===== config.mk =====
export PLATFORM = sky130hd
export DESIGN_NAME = pc_fetch_unit_flat
export DESIGN_NICKNAME = d
export VERILOG_FILES = /design/src/rtl/pc_fetch_unit_pkg.sv /design/src/rtl/pc_fetch_unit_if.sv /design/src/rtl/pc_fetch_unit_fetch_fifo.sv /design/src/rtl/pc_fetch_unit.sv /design/src/flat_wrapper.sv
export SDC_FILE = /design/constraint.sdc
export NUM_CORES = 1
export LEC_CHECK = 0
export CAP_MARGIN = 40
export CORE_AREA = 2 2 136 271
export DETAILED_ROUTE_END_ITERATION = 12
export DIE_AREA = 0 0 138 273
export HOLD_SLACK_MARGIN = 0.02
export PLACE_DENSITY = 0.68
export SLEW_MARGIN = 20
export SYNTH_ARGS = -nofsm -noshare
export SYNTH_HDL_FRONTEND = slang
export SYNTH_SLANG_ARGS = --single-unit

===== constraint.sdc =====
create_clock -name CLK -period 13.71 [get_ports CLK]
set_input_delay 2.742 -clock CLK [delete_from_list [all_inputs] [get_ports CLK]]
set_output_delay 2.742 -clock CLK [all_outputs]
set_load 0.03 [all_outputs]

===== src/rtl/pc_fetch_unit_pkg.sv =====
// Shared constants and types for the fetch unit.
// Latency: n/a (declarations only).
// Backpressure: n/a.
package pc_fetch_unit_pkg;

  localparam int INSTR_BYTES = 4;
  localparam int DEF_ADDR_W  = 64;
  localparam int DEF_INSTR_W = 32;

  localparam logic [63:0] DEFAULT_RESET_PC = 64'h0;
  // Clears the byte-offset bits of a PC so every fetch is word aligned.
  localparam logic [63:0] PC_ALIGN_MASK    = ~64'(INSTR_BYTES - 1);

  // Decode-side entry layout at the default widths.
  typedef struct packed {
    logic [DEF_INSTR_W-1:0] instr;
    logic [DEF_ADDR_W-1:0]  pc;
  } fifo_entry_t;

endpackage


===== src/rtl/pc_fetch_unit_if.sv =====
// Redirect, instruction-memory and decode-side signals of the fetch unit.
// Latency: n/a (wiring only).
// Backpressure: valid/ready on imem request and decode output; imem response never stalls.
interface pc_fetch_unit_if #(
  parameter int ADDR_W  = 64,
  parameter int INSTR_W = 32
);
  logic               redirect_valid;
  logic [ADDR_W-1:0]  redirect_pc;
  logic               imem_req_valid;
  logic               imem_req_ready;
  logic [ADDR_W-1:0]  imem_req_addr;
  logic               imem_rsp_valid;
  logic [INSTR_W-1:0] imem_rsp_data;
  logic               instr_valid;
  logic               instr_ready;
  logic [INSTR_W-1:0] instr_data;
  logic [ADDR_W-1:0]  instr_pc;

  // Fetch unit side.
  modport master (
    input  redirect_valid, redirect_pc, imem_req_ready, imem_rsp_valid, imem_rsp_data,
           instr_ready,
    output imem_req_valid, imem_req_addr, instr_valid, instr_data, instr_pc
  );

  // Next-PC logic, memory and decode side.
  modport slave (
    output redirect_valid, redirect_pc, imem_req_ready, imem_rsp_valid, imem_rsp_data,
           instr_ready,
    input  imem_req_valid, imem_req_addr, instr_valid, instr_data, instr_pc
  );
endinterface


===== src/rtl/pc_fetch_unit_fetch_fifo.sv =====
// Synchronous FIFO with flush and occupancy count.
// Latency: write visible at pop_dat the cycle after push.
// Backpressure: none internally; the caller must never push when full or pop when empty.
module fetch_fifo #(
  parameter int DEPTH = 2,
  parameter int WIDTH = 8
) (
  input  logic                       clk,
  input  logic                       rst,
  input  logic                       flush,
  input  logic                       push,
  input  logic [WIDTH-1:0]           push_dat,
  input  logic                       pop,
  output logic [WIDTH-1:0]           pop_dat,
  output logic [$clog2(DEPTH+1)-1:0] count
);
  localparam int AW = $clog2(DEPTH);
  localparam int CW = $clog2(DEPTH + 1);

  logic [WIDTH-1:0] mem [DEPTH];
  logic [AW-1:0]    wr_ptr;
  logic [AW-1:0]    rd_ptr;

  // Pointers and occupancy; flush empties the queue and wins over push/pop.
  always_ff @(posedge clk) begin
    if (rst || flush) begin
      wr_ptr <= '0;
      rd_ptr <= '0;
      count  <= '0;
    end else begin
      if (push) wr_ptr <= wr_ptr + AW'(1);
      if (pop)  rd_ptr <= rd_ptr + AW'(1);
      count <= count + CW'(push) - CW'(pop);
    end
  end

  // Storage needs no reset: the count gates what is ever read out.
  always_ff @(posedge clk) begin
    if (push && !flush) mem[wr_ptr] <= push_dat;
  end

  assign pop_dat = mem[rd_ptr];

endmodule


===== src/rtl/pc_fetch_unit.sv =====
// Fetch PC holder: issues in-order imem reads, returns {instr,pc} to decode, flushes on redirect.
// Latency: response to instr_valid 1 cycle; redirect to first new request 1 cycle.
// Backpressure: credit of FIFO_DEPTH covers in-flight + queued; decode stall throttles requests.
// Optional FETCH_PERF_CNT_EN adds perf_fetched / perf_flushed counters.
module pc_fetch_unit
  import pc_fetch_unit_pkg::*;
#(
  parameter int                ADDR_W     = DEF_ADDR_W,
  parameter int                INSTR_W    = DEF_INSTR_W,
  parameter logic [ADDR_W-1:0] RESET_PC   = ADDR_W'(DEFAULT_RESET_PC),
  parameter int                FIFO_DEPTH = 2
) (
  input  logic        CLK,
  input  logic        RESET,
`ifdef FETCH_PERF_CNT_EN
  output logic [31:0] perf_fetched,
  output logic [31:0] perf_flushed,
`endif
  pc_fetch_unit_if.master bus
);
  localparam int CW = $clog2(FIFO_DEPTH + 1);

  typedef struct packed {
    logic [INSTR_W-1:0] instr;
    logic [ADDR_W-1:0]  pc;
  } entry_t;

  logic [ADDR_W-1:0] fetch_pc;
  logic [CW-1:0]     drop;
  logic [CW-1:0]     tag_count;
  logic [CW-1:0]     ifq_count;
  logic [CW-1:0]     in_use;
  logic [CW-1:0]     out_next;
  logic [ADDR_W-1:0] tag_pc;
  entry_t            ifq_wdat;
  entry_t            ifq_rdat;
  logic              ifq_empty;
  logic              pop;
  logic              req_fire;
  logic              rsp_fire;
  logic              rsp_keep;

  // Credit, handshakes and response steering. The tag queue count is the outstanding count;
  // a slot freed by this cycle's decode pop is reusable so 1-cycle memory streams at full rate.
  always_comb begin
    ifq_empty          = (ifq_count == '0);
    bus.instr_valid    = ~ifq_empty & ~bus.redirect_valid & ~RESET;
    pop                = bus.instr_valid & bus.instr_ready;
    in_use             = tag_count + ifq_count - CW'(pop);
    bus.imem_req_valid = (in_use < CW'(FIFO_DEPTH)) & ~bus.redirect_valid & ~RESET;
    bus.imem_req_addr  = fetch_pc;
    req_fire           = bus.imem_req_valid & bus.imem_req_ready;
    rsp_fire           = bus.imem_rsp_valid & (tag_count != '0);
    rsp_keep           = rsp_fire & (drop == '0) & ~bus.redirect_valid;
    out_next           = tag_count + CW'(req_fire) - CW'(rsp_fire);
    ifq_wdat.instr     = bus.imem_rsp_data;
    ifq_wdat.pc        = tag_pc;
    bus.instr_data     = ifq_rdat.instr;
    bus.instr_pc       = ifq_rdat.pc;
  end

  // Fetch PC and drop counter; a redirect drops every fetch still in flight after this cycle.
  always_ff @(posedge CLK) begin
    if (RESET) begin
      fetch_pc <= RESET_PC;
      drop     <= '0;
    end else if (bus.redirect_valid) begin
      fetch_pc <= bus.redirect_pc & ADDR_W'(PC_ALIGN_MASK);
      drop     <= out_next;
    end else begin
      if (req_fire)                fetch_pc <= fetch_pc + ADDR_W'(INSTR_BYTES);
      if (rsp_fire && drop != '0)  drop     <= drop - CW'(1);
    end
  end

  fetch_fifo #(.DEPTH(FIFO_DEPTH), .WIDTH(ADDR_W)) u_tag_q (
    .clk      (CLK),
    .rst      (RESET),
    .flush    (1'b0),
    .push     (req_fire),
    .push_dat (fetch_pc),
    .pop      (rsp_fire),
    .pop_dat  (tag_pc),
    .count    (tag_count)
  );

  fetch_fifo #(.DEPTH(FIFO_DEPTH), .WIDTH($bits(entry_t))) u_instr_q (
    .clk      (CLK),
    .rst      (RESET),
    .flush    (bus.redirect_valid),
    .push     (rsp_keep),
    .push_dat (ifq_wdat),
    .pop      (pop),
    .pop_dat  (ifq_rdat),
    .count    (ifq_count)
  );

`ifdef FETCH_PERF_CNT_EN
  logic [CW-1:0] flush_now;

  // Work thrown away this cycle: queued entries on a redirect plus any discarded response.
  always_comb begin
    flush_now = (bus.redirect_valid ? ifq_count : '0) + CW'(rsp_fire & ~rsp_keep);
  end

  // Free-running event counters, wrapping at 2^32.
  always_ff @(posedge CLK) begin
    if (RESET) begin
      perf_fetched <= '0;
      perf_flushed <= '0;
    end else begin
      perf_fetched <= perf_fetched + 32'(pop);
      perf_flushed <= perf_flushed + 32'(flush_now);
    end
  end
`endif

endmodule


===== src/flat_wrapper.sv =====
// flat-port wrapper written by rule: the top's interface ports become plain ports
module pc_fetch_unit_flat import pc_fetch_unit_pkg::*;
#(
  parameter int                ADDR_W     = DEF_ADDR_W,
  parameter int                INSTR_W    = DEF_INSTR_W,
  parameter logic [ADDR_W-1:0] RESET_PC   = ADDR_W'(DEFAULT_RESET_PC),
  parameter int                FIFO_DEPTH = 2
)
  (CLK, RESET, bus_redirect_valid, bus_redirect_pc, bus_imem_req_ready, bus_imem_rsp_valid, bus_imem_rsp_data, bus_instr_ready, bus_imem_req_valid, bus_imem_req_addr, bus_instr_valid, bus_instr_data, bus_instr_pc);
  pc_fetch_unit_if #(.ADDR_W(ADDR_W), .INSTR_W(INSTR_W)) bus_i ();
  input  logic CLK;
  input  logic RESET;
  input wire logic [$bits(bus_i.redirect_valid)-1:0] bus_redirect_valid;
  input wire logic [$bits(bus_i.redirect_pc)-1:0] bus_redirect_pc;
  input wire logic [$bits(bus_i.imem_req_ready)-1:0] bus_imem_req_ready;
  input wire logic [$bits(bus_i.imem_rsp_valid)-1:0] bus_imem_rsp_valid;
  input wire logic [$bits(bus_i.imem_rsp_data)-1:0] bus_imem_rsp_data;
  input wire logic [$bits(bus_i.instr_ready)-1:0] bus_instr_ready;
  output wire logic [$bits(bus_i.imem_req_valid)-1:0] bus_imem_req_valid;
  output wire logic [$bits(bus_i.imem_req_addr)-1:0] bus_imem_req_addr;
  output wire logic [$bits(bus_i.instr_valid)-1:0] bus_instr_valid;
  output wire logic [$bits(bus_i.instr_data)-1:0] bus_instr_data;
  output wire logic [$bits(bus_i.instr_pc)-1:0] bus_instr_pc;
  assign bus_i.redirect_valid = bus_redirect_valid;
  assign bus_i.redirect_pc = bus_redirect_pc;
  assign bus_i.imem_req_ready = bus_imem_req_ready;
  assign bus_i.imem_rsp_valid = bus_imem_rsp_valid;
  assign bus_i.imem_rsp_data = bus_imem_rsp_data;
  assign bus_i.instr_ready = bus_instr_ready;
  assign bus_imem_req_valid = bus_i.imem_req_valid;
  assign bus_imem_req_addr = bus_i.imem_req_addr;
  assign bus_instr_valid = bus_i.instr_valid;
  assign bus_instr_data = bus_i.instr_data;
  assign bus_instr_pc = bus_i.instr_pc;
  pc_fetch_unit #(.ADDR_W(ADDR_W), .INSTR_W(INSTR_W), .RESET_PC(RESET_PC), .FIFO_DEPTH(FIFO_DEPTH)) u_core (.CLK(CLK), .RESET(RESET), .bus(bus_i));
endmodule

# Yosys cells after proc, flatten, opt, wreduce, memory -nomap -nowiden
# Memory sizes are Yosys's and may differ from the RTL's. A register that Yosys moved wholly into a read port is not among the register bits.
# Cells that the tools add are included.
[totals] reg_bits=74 latch_bits=0 ramBits=320 mem_bits_ro=0 inputBits=102 output_inout_bits=162 elab_cells=59 n_memories=2
[classes] n_addsub=12 n_mul=0 div_mod_pow=0 magnitude_cmp=1 n_eq_ne=0 shifts=0 n_mux=12 bitwise_logic=12 reduce_logical=11
[memory_table] name="u_core.u_instr_q.mem" words=2 word_bits=96 rd=1 rd_clocked_by_memory_dff=1 wr=1 line="pc_fetch_unit_fetch_fifo.sv:20" source="logic [WIDTH-1:0] mem [DEPTH];"
[memory_table] name="u_core.u_tag_q.mem" words=2 word_bits=64 rd=1 rd_clocked_by_memory_dff=1 wr=1 line="pc_fetch_unit_fetch_fifo.sv:20"
[ops] operator="$mux 64" n=2
[ops] operator="$add 64x3->64 const B" n=1
[ops] operator="$and 1x1->1" n=9
[ops] operator="$mux 1" n=8
[ops] operator="$reduce_bool 2->1" n=4
[ops] operator="$sub 2x1->2" n=3
[ops] operator="$add 1x1->1 const B" n=4
[ops] operator="$add 2x1->2" n=2
[ops] operator="$logic_not 2->1" n=2
[ops] operator="$mux 2" n=2
[ops] operator="$not 1->1" n=3
[ops] operator="$add 2x2->2" n=1
[ops] operator="$logic_and 1x1->1" n=2
[ops] operator="$lt 2x2->1 const B" n=1
[ops] operator="$reduce_or 2->1" n=1
[ops] operator="$sub 2x1->2 const B" n=1
[ops] operator="$logic_not 1->1" n=1
[ops] operator="$logic_or 1x1->1" n=1

# Logic depth before layout (Yosys ltp)
[depth] word_depth=13 depth_mapped=18 mapped_depth_nobuf=15

# Hierarchy
# A second synthesis with hierarchy kept.
[unflattened] hier_cells=1036 area_unflattened_um2=16443.3
[by_module_without_submodules] mod="fetch_fifo at u_core.u_instr_q" n_inst=1 cells_each=318 area_each_um2=7344.5 seq_area_each_um2=5865.6
[by_module_without_submodules] mod="fetch_fifo at u_core.u_tag_q" n_inst=1 cells_each=218 area_each_um2=5137.4 seq_area_each_um2=3943.8
[by_module_without_submodules] mod="pc_fetch_unit" n_inst=1 cells_each=500 area_each_um2=3961.3 seq_area_each_um2=1281.2

# Least setup slack after synthesis
# OpenSTA, ideal clock, no wires.
[synth_path] path_kind="input to register" start="input port RESET" end="memory u_core.u_tag_q.mem[0][10] (netlist name) (enable)" setup_time_ps=482 arrival_ps=7932 required_ps=13228 setup_slack_ps=5296 cell_stages=12 path_buffers=3 cell_sequence="clkbuf_1 or2_2 clkbuf_1 nor2_1 and2_1 ha_1 and2b_1 xnor3_1 nor2_1 inv_1 clkbuf_1 nor2_1"
[synth_via] elab_chain_len=10
[synth_lines] item="from (decl)" line="flat_wrapper.sv:12" source="input logic RESET;"
[synth_lines] item="$not 1->1" line="pc_fetch_unit.sv:47" source="bus.instr_valid = ~ifq_empty & ~bus.redirect_valid & ~RESET;"
[synth_lines] item="$and 1x1->1" line="pc_fetch_unit.sv:47"
[synth_lines] item="named net bus_instr_valid" line="flat_wrapper.sv:21" source="output wire logic [$bits(bus_i.instr_valid)-1:0] bus_instr_valid;"
[synth_lines] item="$and 1x1->1" line="pc_fetch_unit.sv:48" source="pop = bus.instr_valid & bus.instr_ready;"
[synth_lines] item="named net u_core.pop" line="pc_fetch_unit.sv:38" source="logic pop;"
[synth_lines] item="$sub 2x1->2" line="pc_fetch_unit.sv:49" source="in_use = tag_count + ifq_count - CW'(pop);"
[synth_lines] item="$lt 2x2->1" line="pc_fetch_unit.sv:50" source="bus.imem_req_valid = (in_use < CW'(FIFO_DEPTH)) & ~bus.redirect_valid & ~RESET;"
[synth_lines] item="$and 1x1->1 (2 in a row)" line="pc_fetch_unit.sv:50"
[synth_lines] item="$and 1x1->1" line="pc_fetch_unit.sv:52" source="req_fire = bus.imem_req_valid & bus.imem_req_ready;"
[synth_lines] item="$mux 1" line="pc_fetch_unit_fetch_fifo.sv:39" source="if (push && !flush) mem[wr_ptr] <= push_dat;"
[synth_lines] item="$mux 1 (implied by the code)" line="pc_fetch_unit_fetch_fifo.sv:39"
[synth_lines] item="to (decl)" line="pc_fetch_unit_fetch_fifo.sv:20"
# The timed path passes the listed nets, and every way through them passes these cells.

# Worst setup path in the final report
[layout_path] start="input port RESET" end="output port bus_imem_req_valid"
[layout_via] elab_chain_len=7
[layout_lines] item="$not 1->1" line="pc_fetch_unit.sv:47"
[layout_lines] item="$and 1x1->1" line="pc_fetch_unit.sv:47"
[layout_lines] item="$and 1x1->1" line="pc_fetch_unit.sv:48"
[layout_lines] item="named net u_core.pop" line="pc_fetch_unit.sv:38"
[layout_lines] item="$sub 2x1->2" line="pc_fetch_unit.sv:49"
[layout_lines] item="$lt 2x2->1" line="pc_fetch_unit.sv:50"
[layout_lines] item="$and 1x1->1 (2 in a row)" line="pc_fetch_unit.sv:50"
[layout_lines] item="to (decl)" line="flat_wrapper.sv:19" source="output wire logic [$bits(bus_i.imem_req_valid)-1:0] bus_imem_req_valid;"
# The timed path passes the listed nets, and every way through them passes these cells.

==> run_results.csv <==
group,metric,value,unit
cells_and_area,multi_input_area,0.00465,mm^2
timing,tns,0,ns
routing,drt_iter0_markers,609,
grt,grt_pass1_wl,60000,um
critical_path,path_cells,"buf_2 > buf_4 > or2_2 > nor2_1 > and2_1 > ha_1 > and2b_1 > xnor3_1 > nor2_1 > clkdlybuf4s50_1",
grt,grt_pass1_vias,10200,
critical_path,worstPathRequired,10.97,ns
die,ios,264,
cells_and_area,register_area,0.0109,mm^2
placed_design,gp_congestion,0.854,
timing,rsz0062_at_grt,"false",
placed_design,dp_hpwl,27300,um
cells_and_area,area_growth,27.2,%
die,die_x,138,um
placed_design,place_ws,4.90,ns
clocking,root_buffer,"clkbuf_16",
critical_path,crit_type,"primary input to output pin",
routing,ant_nets,0,
cells_and_area,final_layout_size_suffix_gt1_share,18.6,%
power,power.density,138,mW/mm^2
clocking,hold_buffers,0,
critical_path,worst_path_most_repeated_cell,"nor2_1",
outcome,status,"complete, no violations",
cells_and_area,nets,1443,
logic_synthesis,syn_avg_cell_area,14.6,um^2
timing,hold_ws,0.516,ns
grt,antenna_found_initial,5,
clocking,clockBufferDepth,3,
logic_synthesis,synth_cells,1083,
routing,dr.pass1.iters,5,
routing,drc,0,
grt,grt_overflow,0,
logic_synthesis,synth_edf_count,312,
logic_synthesis,seq_area_frac_synth,68.6,%
logic_synthesis,yosys_warnings,0,
grt,grt_use_total,20.6,%
min_path,min_path_type,"flip-flop to flip-flop",
routing,via_per_inst,5.60,
critical_path,worstSetupEndpointType,"output pin",
clocking,post_cts_resized,0,
routing,routedWlPerCell,22.2,um
clocking,numCtsBuffers,35,
routing,vias,10200,
critical_path,path_max_fanout,63,
clocking,clock-sinks,386,
critical_path,slowest_stage,"clkdlybuf4s50_1",
timing,slew_headroom,43.1,%
timing,tightest_slew,0.845,ns
flow_run,max_cap_viol_count,0,
timing,hold_viol,0,
critical_path,max_stage_delay,0.70,ns
clocking,cts.reportedPaths.clkPinSlew,0.07,ns
die,coreArea,0.0356,mm^2
critical_path,cp-start-kind,"primary input",
die,start_util,44.5,%
timing,setup_viol,0,
grt,grt_max_degree,70,
die,fp.dieArea,0.0377,mm^2
timing,min_period,8.83,ns
timing,fmax,113,MHz
placed_design,port_buffers,257,
clocking,postCtsSetupRepairBufs,0,
cells_and_area,fill_cells,2939,
timing,finalCritPeriodShare,64.4,%
logic_synthesis,syn_area,0.0158,mm^2
die,chipHeight,273,um
timing,setup_ws,4.88,ns
clocking,cts_tree,"done",
power,vdd.ir_drop.worst,86.3,uV
clocking,cts_max_level,2,
routing,routed_wl,40300,um
timing,drv_slew,0,
timing,finClkSkew,0.0211,ns
logic_synthesis,synth-seq-cells,386,
logic_synthesis,synth.distinct_cells,62,
power,leakagePower,6.53,nW
die,num_rows,98,
logic_synthesis,async_flop_share,0,%
critical_path,arrival,6.08,ns
logic_synthesis,synth_flop_cell,"edfxtp_1",
clocking,insertion_delay,0.53,ns
area by class of cell:
class                   instances  area share (%)
flip-flops and latches        386            54.0
clock buffers                  47            4.88
well taps                     450            2.80
clock inverters                15            1.02
inverters                      22           0.411
repair buffers                274            13.7
multi-input cells             615            23.1
diodes                          5          0.0622
cells in the final DEF (no fill, tap or decap), drive strengths merged, types with 10 or more instances in the layout:
cell type,count
o311ai,12
edfxtp,312
a31oi,36
nand2,89
and3,16
xnor2,10
or4,17
or3,12
buf,19
nand3,31
nand4,35
dfxtp,74
nor2,35
inv,24
a21oi,14
mux2,164
nor4,15
o211ai,21
clkdlybuf4s50,255
and2,19
clkbuf,47
power by group:
part | internal, mW | total, mW | leakage [nW] | switching, mW
clock | 0.600 | 1.02 | 0.580 | 0.421
sequential | 1.34 | 1.39 | 3.46 | 0.0514
combinational | 0.165 | 0.364 | 2.49 | 0.199
state kept, by name, indices dropped and copies added (netlist names), 2 cells and up, named ones only:
signal	count
u_core.u_tag_q.mem	124
u_core.u_instr_q.count	2
u_core.u_tag_q.count	2
u_core.drop	2
u_core.u_instr_q.mem	188
u_core.bus.imem_req_addr	62
worst paths after layout:
path	endpoint	from	cells past startpoint	slack, ns
hold reg to reg	u_core.u_tag_q.rd_ptr	u_core.u_tag_q.rd_ptr	2	0.52
setup / recovery	bus_imem_req_valid	RESET	10	4.88
setup reg to reg	u_core.u_tag_q.mem[0][18]	u_core.u_instr_q.count[1]	10	9.53
hold / removal	u_core.u_tag_q.rd_ptr	u_core.u_tag_q.rd_ptr	2	0.52
cell families (layout without fill, tap and decap cells):
logic type / after synthesis / in the layout / share of synthesized area (%)
AOI/OAI and AO/OA: 122 / 122 / 5.58
xor gates and xnor gates: 14 / 14 / 0.949
adders and majority gates: 7 / 7 / 0.554
buffers and inverters: 85 / 358 / 2.21
DFF: 386 / 386 / 68.6
muxes: 165 / 165 / 11.7
other: 1 / 9 / 0.0237
and+or+nand+nor: 303 / 303 / 10.3
stage by stage:
step | area, um^2 | cells | power [mW] | util, %
global placement | 18800 | 1742 | 1.77 | 52.9
CTS | 20100 | 1807 | 2.80 | 56.4
floorplan | 15800 | 1086 | 1.62 | -
finish | 20100 | 1814 | 2.78 | 56.6
global route | 20100 | 1814 | 2.87 | 56.6
detailed placement | 18900 | 1745 | 1.78 | 53.1
routing by layer:
layer,track usage [%],share of wire (%),vias to the layer above
met4,9.77,4.1,0
met3,2.72,4.6,81
li1,-,-,4696
met5,0,0,-
met2,39.3,55,363
met1,22.5,36,5014
critical path, delay by kind of cell:
kind                       cells  cell delay (ns)
xor gates and xnor gates       1             0.60
and+or+nand+nor                5             1.10
adders and majority gates      1             0.29
buffers and inverters          3             1.34
synthesized netlist by cell type (16+ instances only):
cell type	instances	area, um^2
edfxtp_1	312	9370
dfxtp_1	74	1480
nand3_1	31	155
mux2_2	164	1850
nand2_1	89	334
nor2_1	35	131
and3_1	16	100
inv_1	22	82.6
a31oi_1	36	225
and2_1	18	113
clkbuf_1	47	176
nand4_1	34	213
o211ai_1	21	158
Power figures use the tool's default switching activity.
